`src/rtl/sna_request_depacketizer_pkg.sv`:
```
// Shared flit format, FIFO sizing and FSM encoding for the SNA request depacketizer.
package sna_request_depacketizer_pkg;

  localparam int unsigned FlitW       = 34;
  localparam int unsigned FifoDepth   = 4;
  localparam int unsigned FifoCntW    = $clog2(FifoDepth + 1);
  localparam int unsigned OnOffThresh = 2;

  // Flit field positions
  localparam int unsigned TypeMsb      = 33;
  localparam int unsigned TypeLsb      = 32;
  localparam int unsigned TailSrcMsb   = 31;
  localparam int unsigned TailSrcLsb   = 24;
  localparam int unsigned TailWriteBit = 8;
  localparam int unsigned TailStrbMsb  = 3;

  typedef enum logic [1:0] {
    FlitBody = 2'b00,
    FlitHead = 2'b01,
    FlitTail = 2'b10
  } flit_type_e;

  typedef enum logic [2:0] {
    StIdle,
    StGetBody,
    StGetTail,
    StAxiReq,
    StWaitResp
  } state_e;

endpackage

```
`src/rtl/sna_flit_fifo.sv`:
```
// Small synchronous FIFO with fall-through read data; writes while full are discarded.
module sna_flit_fifo
  import sna_request_depacketizer_pkg::*;
#(
  parameter int unsigned Width = FlitW,
  parameter int unsigned Depth = FifoDepth
) (
  input  logic                         clk,
  input  logic                         rst_n,
  input  logic                         wr_en,
  input  logic [Width-1:0]             wr_data,
  input  logic                         rd_en,
  output logic [Width-1:0]             rd_data,
  output logic                         empty,
  output logic                         full,
  output logic [$clog2(Depth+1)-1:0]   count
);

  localparam int unsigned PtrW = $clog2(Depth);
  localparam int unsigned CntW = $clog2(Depth + 1);

  logic [Width-1:0] mem_q [Depth];
  logic [PtrW-1:0]  wr_ptr_q, rd_ptr_q;
  logic [CntW-1:0]  count_q;
  logic             wr_fire, rd_fire;

  assign empty   = (count_q == '0);
  assign full    = (count_q == CntW'(Depth));
  assign count   = count_q;
  assign rd_data = mem_q[rd_ptr_q];
  assign wr_fire = wr_en & ~full;
  assign rd_fire = rd_en & ~empty;

  always_ff @(posedge clk or negedge rst_n) begin
    if (!rst_n) begin
      wr_ptr_q <= '0;
      rd_ptr_q <= '0;
      count_q  <= '0;
    end else begin
      if (wr_fire) wr_ptr_q <= wr_ptr_q + 1'b1;
      if (rd_fire) rd_ptr_q <= rd_ptr_q + 1'b1;
      count_q <= count_q + CntW'(wr_fire) - CntW'(rd_fire);
    end
  end

  always_ff @(posedge clk) begin
    if (wr_fire) mem_q[wr_ptr_q] <= wr_data;
  end

endmodule

```
`src/rtl/sna_request_depacketizer.sv`:
```
// Reassembles head/body/tail NoC flits into AXI4-Lite write or read requests.
// Optional SNA_PROTO_CHECK_EN adds proto_err and strict packet-format checking.
module sna_request_depacketizer
  import sna_request_depacketizer_pkg::*;
(
  input  logic             clk,
  input  logic             rst_n,
  input  logic [FlitW-1:0] noc_data,
  input  logic             is_valid,
  output logic [7:0]       is_on_off,
  output logic [31:0]      awaddr,
  output logic             awvalid,
  input  logic             awready,
  output logic [31:0]      wdata,
  output logic [3:0]       wstrb,
  output logic             wvalid,
  input  logic             wready,
  output logic [31:0]      araddr,
  output logic             arvalid,
  input  logic             arready,
  output logic             req_pending,
  output logic             req_write,
  output logic [7:0]       req_src,
  input  logic             resp_done,
`ifdef SNA_PROTO_CHECK_EN
  output logic             proto_err,
`endif
  output logic             ovf
);

`ifdef SNA_PROTO_CHECK_EN
  localparam bit ProtoCheck = 1'b1;
`else
  localparam bit ProtoCheck = 1'b0;
`endif

  logic [FlitW-1:0]    head_flit;
  logic [1:0]          head_type;
  logic [FifoCntW-1:0] fifo_count;
  logic                fifo_empty, fifo_full, pop, err, tail_write;

  state_e      state_q, state_d;
  logic [31:0] addr_q, addr_d, wdata_q, wdata_d;
  logic [3:0]  wstrb_q, wstrb_d;
  logic [7:0]  src_q, src_d;
  logic        write_q, write_d, ovf_q;
  logic        aw_pend_q, aw_pend_d, w_pend_q, w_pend_d, ar_pend_q, ar_pend_d;

  sna_flit_fifo #(
    .Width (FlitW),
    .Depth (FifoDepth)
  ) u_fifo (
    .clk     (clk),
    .rst_n   (rst_n),
    .wr_en   (is_valid),
    .wr_data (noc_data),
    .rd_en   (pop),
    .rd_data (head_flit),
    .empty   (fifo_empty),
    .full    (fifo_full),
    .count   (fifo_count)
  );

  assign head_type = head_flit[TypeMsb:TypeLsb];

  always_comb begin
    state_d    = state_q;
    addr_d     = addr_q;
    wdata_d    = wdata_q;
    wstrb_d    = wstrb_q;
    src_d      = src_q;
    write_d    = write_q;
    aw_pend_d  = aw_pend_q;
    w_pend_d   = w_pend_q;
    ar_pend_d  = ar_pend_q;
    pop        = 1'b0;
    err        = 1'b0;
    tail_write = (state_q == StGetTail);

    unique case (state_q)
      StIdle: begin
        if (!fifo_empty) begin
          pop = 1'b1;
          if (head_type == FlitHead) begin
            addr_d  = head_flit[31:0];
            state_d = StGetBody;
          end
        end
      end
      StGetBody, StGetTail: begin
        if (!fifo_empty) begin
          pop = 1'b1;
          case (head_type)
            FlitHead: begin
              if (ProtoCheck) begin
                err = 1'b1;
              end else begin
                addr_d  = head_flit[31:0];
                state_d = StGetBody;
              end
            end
            FlitBody: begin
              // A repeated body without checking simply replaces the write data
              if (ProtoCheck && state_q == StGetTail) begin
                err = 1'b1;
              end else begin
                wdata_d = head_flit[31:0];
                state_d = StGetTail;
              end
            end
            FlitTail: begin
              if (ProtoCheck && (head_flit[TailWriteBit] != tail_write)) begin
                err = 1'b1;
              end else begin
                src_d     = head_flit[TailSrcMsb:TailSrcLsb];
                write_d   = tail_write;
                if (tail_write) wstrb_d = head_flit[TailStrbMsb:0];
                aw_pend_d = tail_write;
                w_pend_d  = tail_write;
                ar_pend_d = ~tail_write;
                state_d   = StAxiReq;
              end
            end
            default: ;
          endcase
        end
      end
      StAxiReq: begin
        if (write_q) begin
          aw_pend_d = aw_pend_q & ~awready;
          w_pend_d  = w_pend_q & ~wready;
          if (!aw_pend_d && !w_pend_d) state_d = StWaitResp;
        end else begin
          ar_pend_d = ar_pend_q & ~arready;
          if (!ar_pend_d) state_d = StWaitResp;
        end
      end
      StWaitResp: begin
        if (resp_done) state_d = StIdle;
      end
      default: state_d = StIdle;
    endcase

    if (err) state_d = StIdle;
  end

  always_ff @(posedge clk or negedge rst_n) begin
    if (!rst_n) begin
      state_q   <= StIdle;
      addr_q    <= '0;
      wdata_q   <= '0;
      wstrb_q   <= '0;
      src_q     <= '0;
      write_q   <= 1'b0;
      aw_pend_q <= 1'b0;
      w_pend_q  <= 1'b0;
      ar_pend_q <= 1'b0;
      ovf_q     <= 1'b0;
    end else begin
      state_q   <= state_d;
      addr_q    <= addr_d;
      wdata_q   <= wdata_d;
      wstrb_q   <= wstrb_d;
      src_q     <= src_d;
      write_q   <= write_d;
      aw_pend_q <= aw_pend_d;
      w_pend_q  <= w_pend_d;
      ar_pend_q <= ar_pend_d;
      ovf_q     <= ovf_q | (is_valid & fifo_full);
    end
  end

`ifdef SNA_PROTO_CHECK_EN
  logic proto_err_q;
  always_ff @(posedge clk or negedge rst_n) begin
    if (!rst_n) proto_err_q <= 1'b0;
    else        proto_err_q <= err;
  end
  assign proto_err = proto_err_q;
`endif

  assign is_on_off   = (fifo_count < FifoCntW'(OnOffThresh)) ? 8'hFF : 8'h00;
  assign awaddr      = addr_q;
  assign araddr      = addr_q;
  assign wdata       = wdata_q;
  assign wstrb       = wstrb_q;
  assign awvalid     = aw_pend_q;
  assign wvalid      = w_pend_q;
  assign arvalid     = ar_pend_q;
  assign req_pending = (state_q == StAxiReq) || (state_q == StWaitResp);
  assign req_write   = write_q;
  assign req_src     = src_q;
  assign ovf         = ovf_q;

endmodule
```
`config.mk`:
```
export PLATFORM = sky130hd
export DESIGN_NAME = sna_request_depacketizer
export DESIGN_NICKNAME = d
export VERILOG_FILES = /design/src/rtl/sna_request_depacketizer_pkg.sv /design/src/rtl/sna_flit_fifo.sv /design/src/rtl/sna_request_depacketizer.sv
export SDC_FILE = /design/constraint.sdc
export NUM_CORES = 1
export LEC_CHECK = 0
export ABC_AREA = 1
export ABC_CLOCK_PERIOD_IN_PS = 2500
export BUFFER_PORTS_ARGS = -buffer_cell sky130_fd_sc_hd__clkbuf_2
export CAP_MARGIN = 20
export CORE_MARGIN = 2
export CORE_UTILIZATION = 32
export CTS_CLUSTER_DIAMETER = 30
export DETAILED_ROUTE_END_ITERATION = 10
export PLACE_DENSITY = 0.55
export REMOVE_ABC_BUFFERS = 1
export SYNTH_ARGS = -nofsm -noshare
export SYNTH_HDL_FRONTEND = slang
export SYNTH_SLANG_ARGS = --single-unit
export TNS_END_PERCENT = 5
```
`constraint.sdc`:
```
create_clock -name clk -period 2.5 [get_ports clk]
set_input_delay 0.25 -clock clk [delete_from_list [all_inputs] [get_ports clk]]
set_output_delay 0.25 -clock clk [all_outputs]
set_load 0.01 [all_outputs]
```
After elaboration in Yosys (flattened, before gate mapping)
Memories as Yosys holds them, arrays and structs flattened.
Index checks and enable logic that the tools add are counted.

word-level totals
  memories = 1
  output and inout bits = 122
  flip-flop bits (word level) = 91
  RAM bits = 136

cells by class
  $add $sub $neg = 4
  equality and inequality tests = 17
  reductions and logical operators = 17
  bitwise operators = 13
  magnitude comparators = 1
  muxes and demuxes = 24

memories
  name          words  bits a word  read ports  clocked after Yosys merged registers in  wr ports  RTL line             RTL
  u_fifo.mem_q  4      34           1           0                                        1         sna_flit_fifo.sv:22  logic [Width-1:0] mem_q [Depth];

operators with widths
  kind                   number
  $mux W3                7
  $ne A2 B2 Y1 const B   7
  $pmux W3 S4            1
  $reduce_and A4 Y1      3
  $mux W1                11
  $pmux W3 S3            1
  $reduce_and A3 Y1      3
  $mux W8                1
  $reduce_and A7 Y1      1
  $and A1 B1 Y1          6
  $eq A3 B2 Y1 const B   2
  $eq A3 B3 Y1 const B   2
  $logic_not A3 Y1       2
  $ne A3 B3 Y1 const B   2
  $not A1 Y1             6
  $pmux W1 S2            3
  $add A2 B1 Y2 const B  2
  $ne A4 B3 Y1 const B   1
  $add A3 B1 Y3          1
  $eq A3 B1 Y1 const B   1
  $lt A3 B2 Y1 const B   1
  $reduce_or A3 Y1       1
  $sub A3 B1 Y3          1
  $eq A2 B1 Y1 const B   1
  8 further kinds        9

Longest topological paths before layout
  depth after elaboration = 7
  depth in mapped cells = 14

Modules after synthesis
From an unflattened synthesis, not the netlist that was laid out.

unflattened totals
  cells, all modules = 892
  area total of the unflattened synthesis = 9698.1 um^2

by module, submodules not included
  module                    cells an instance  instances  area each (um^2)
  sna_flit_fifo             490                1          5756.8
  sna_request_depacketizer  402                1          3941.3

Least setup slack after synthesis
OpenSTA, ideal clock, no wires.

  path type = register to register
  from = register u_fifo.wr_ptr_q[0]
  to = memory u_fifo.mem_q[2][0] (netlist bit), enable pin
  cell stages (with the launch flop) = 5
  setup slack = -0.025 ns
  data arrival time = 2.100 ns
  library setup time = 0.425 ns
  data required time = 2.075 ns
  clock period less this slack = 2.525 ns
  path through = dfrtp_1 > inv_1 > ha_1 > inv_1 > nor2_1

RTL lines
  element                 RTL line             RTL
  start, declared         sna_flit_fifo.sv:23  logic [PtrW-1:0] wr_ptr_q, rd_ptr_q;
  start signal, assigned  sna_flit_fifo.sv:40  if (wr_fire) wr_ptr_q <= wr_ptr_q + 1'b1;
  end, declared           sna_flit_fifo.sv:22

Straight into the memory's write port.

Worst setup path after layout
  from = register u_fifo.rd_ptr_q[0]
  to = register wdata_q[29], in the netlist wdata[29]

on the way
  word-level cells in the longest chain between the ends = 3

RTL lines
  element                      RTL line                         RTL
  start, declared              sna_flit_fifo.sv:23
  start signal, assigned       sna_flit_fifo.sv:41              if (rd_fire) rd_ptr_q <= rd_ptr_q + 1'b1;
  $mem_v2 Z4 W34 *             -
  $logic_not A2 Y1             sna_request_depacketizer.sv:93   case (head_type)
  $reduce_and A3 Y1 (no line)  -
  end signal, assigned         sna_request_depacketizer.sv:162  wdata_q <= wdata_d;
  end, declared                sna_request_depacketizer.sv:43   logic [31:0] addr_q, addr_d, wdata_q, wdata_d;

Mark *: on every way between the ends. The rest lies on a longest branch, timed or not.
A chain may end at the register's enable or synchronous reset.

==> flow_summary.yaml <==
floorplanning:
  start_util: 0.324
  die_x_um: 174
  die_area_sq_mm: 0.0303
  coreArea_sq_mm: 0.0286
  pin_count: 163
  rows: 62
  die_h_um: 174
detailed_routing:
  drc_errors: 0
  wire_per_inst_um: 14.7
  drt_wl_total_mm: 20.9
  initialDrtViolationCount: 365
  first_pass_iters: 4
  num_vias: 6248
  vias_per_cell: 4.37
  postRouteAntennaNets: 0
cts:
  clkTransAtPathRegs_ps: 50
  cts_made_buffers: 47
  clock-sinks: 227
  cts_buffer_depth: 3
  cts_tree: "yes"
  post_cts_resized: 0
  htreeDepth: 2
  cts_root_buf: "clkbuf_16"
  clock_latency_ps: 530
synth:
  yosysMostFrequentCell: "nand2_1"
  synth_edf_count: 136
  syn_area_sq_mm: 0.00926
  synth_ff_type: "edfxtp_1"
  syn_area_per_cell_sq_um: 11.4
  ys_seq_elements: 227
  yosysTopAreaCell: "edfxtp_1"
  yosysTopAreaCellShare: 0.441
  synth_area_leaders: "edfxtp_1 (44%), dfrtp_1 (25%), nand2_1 (10%), nand3_1 (3.9%), buf_4 (3.6%)"
  synth_commonest_cells: "nand2_1 (258), edfxtp_1 (136), dfrtp_1 (91)"
  async_flop_share: 0.401
  seq_area_frac_synth: 0.687
  synthCells: 813
  synth.distinct_cells: 32
  yosysWarnings: 0
timing:
  setup_viol: 0
  rsz0062_at_grt: "false"
  post-route-period-util: 0.829
  skew_ps: 14.8
  fmax_mhz: 482
  finalHoldViolations: 0
  final.setup.tns_ps: 0
  fin_crit_ps: 2070
  slew_headroom: 0.603
  worstMarginPinSlew_ps: 596
  drv_slew: 0
worst_hold_path:
  hp-start: "awready"
  min_path_cells: 6
  min_path_type: "input port to flip-flop"
  min_to: "awvalid$_DFFE_PN0P_"
setup_path:
  crit_required_ps: 2950
  arrival_ps: 2520
  critical_path_class: "flip-flop to flip-flop"
  crit_path_end_kind: "flip-flop"
  worst_r2r_startpoint: "u_fifo.rd_ptr_q[0]$_DFFE_PN0P_"
  startpoint_type: "flip-flop"
  cp_max_fo: 16
  reg2regPathDepth: 9
  r2r_setup_slack_ps: 430
  r2r_end: "wdata[29]$_DFFE_PN0P_"
layout:
  layout.nets: 1058
  final_core_util: 0.433
  final_cells: 1429
  area_growth_syn_to_layout_pct: 33.8
  diodes: 0
  drive_above_1_share: 0.278
  finalInstanceArea_sq_mm: 0.0124
place:
  detailed_place_hpwl_mm: 12.7
  placed_area_sq_mm: 0.0103
  gp_routability_congestion: 0.763
  portBuffers: 162
  dp_cells: 1304
run_status:
  outcome: "finished, final reports clean"
run:
  maxCapViolations: 0
pwr:
  p_per_area_mw_per_mm2: 1510
  leakagePower_uw: 0.00547
  vdd_drop_max_uv: 627
grt:
  grt_pass1_wl_mm: 33.4
  busiest_layer: "met2"
  grt.met2_usage: 0.225
  grt_pass1_vias: 6177
  grtUsageMet3: 0.0339
  met1_usage: 0.182
  track_usage: 0.139
  antenna_found_initial: 0
  grt_remaining_overflow: 0
  grt_max_degree: 49
[cell families after synthesis]
kind of cell    Yosys count  synth area share
simple gates            368             0.170
compound gates           95            0.0558
fa+ha+maj                11            0.0157
buf+inv                 109            0.0693
flops                   227             0.687
xor+xnor                  3           0.00284
[cell usage in the layout (no fill, tap or decap), drive strengths merged]
master,count
a21oi,9
a31o,1
a32oi,2
buf,21
bufinv,11
clkbuf,217
clkinv,11
clkinvlp,4
dfrtp,91
dlygate4sd3,37
edfxtp,136
fa,1
ha,10
inv,40
nand2,265
nand3,73
nand3b,1
nand4,4
nor2,24
nor3,1
o21ai,83
xnor2,1
xor2,2
[metrics by stage]
stage | power, uW | setup WS (ps) | hold slack [ps]
floorplan | 9500 | -1330 | -45.6
global placement | 12000 | 415 | 304
detailed placement | 12100 | 403 | 303
CTS | 18900 | 388 | 120
global route | 20000 | 198 | 187
finish | 18700 | 427 | 147
[final cells by class]
| type | instances | area, sq um |
|---|---|---|
| multi-input cells | 477 | 2290 |
| repair buffers | 219 | 1410 |
| clock buffers | 56 | 1240 |
| clock inverters | 32 | 482 |
| well taps | 384 | 480 |
| flip-flops and latches | 227 | 6360 |
| fillers | 2665 | 16200 |
| inverters | 34 | 130 |
[repair_timing]
| action | CTS | global route |
|---|---|---|
| hold buffers | 37 | 0 |
| setup endpoints to repair | 0 | 0 |
| setup buffers | 0 | 0 |
| endpoints found under the hold margin | 175 | 0 |
[worst max-delay path, cell delays in order (launching register included)]
cell and delay, ps:
dfrtp_2 430, buf_4 230, nand2_1 70, a32oi_1 250, inv_1 100, ha_1 280
nand3_4 250, buf_4 250, nand2_1 70, o21ai_1 80
[registers in the layout, indices dropped and copies added (netlist names), 2 cells and up]
register and cells:
araddr 32, wdata 32, u_fifo.rd_ptr_q 2, u_fifo.wr_ptr_q 2, wstrb 4, u_fifo.count 3
u_fifo.mem_q 136, state_q 3, req_src 8
[layer usage]
| layer | wire [um] | up-vias |
|---|---|---|
| li1 | - | 3102 |
| met1 | 9570 | 2946 |
| met2 | 9920 | 164 |
| met4 | 444 | 0 |
| met5 | 0 | - |
| met3 | 1010 | 36 |
[power by group]
group / switching (uW) / internal, uW
logic: 4020 / 2140
registers: 590 / 5230
clock network: 2000 / 4690
total: 6610 / 12000
[how the worst max path moves through the flow]
stage                                   startpoint  depth (start not counted)                     end  slack [ps]
CTS                 u_fifo.rd_ptr_q[1]$_DFFE_PN0P_                          9  araddr[19]$_DFFE_PN0P_         390
floorplan           u_fifo.rd_ptr_q[0]$_DFFE_PN0P_                          8    wdata[0]$_DFFE_PN0P_       -1330
finish              u_fifo.rd_ptr_q[0]$_DFFE_PN0P_                          9   wdata[29]$_DFFE_PN0P_         430
detailed placement  u_fifo.rd_ptr_q[0]$_DFFE_PN0P_                          8    wdata[0]$_DFFE_PN0P_         400
global route        u_fifo.rd_ptr_q[1]$_DFFE_PN0P_                          9  araddr[31]$_DFFE_PN0P_         200
global placement    u_fifo.rd_ptr_q[1]$_DFFE_PN0P_                          8  araddr[20]$_DFFE_PN0P_         410
Power figures use the tool's default switching activity.
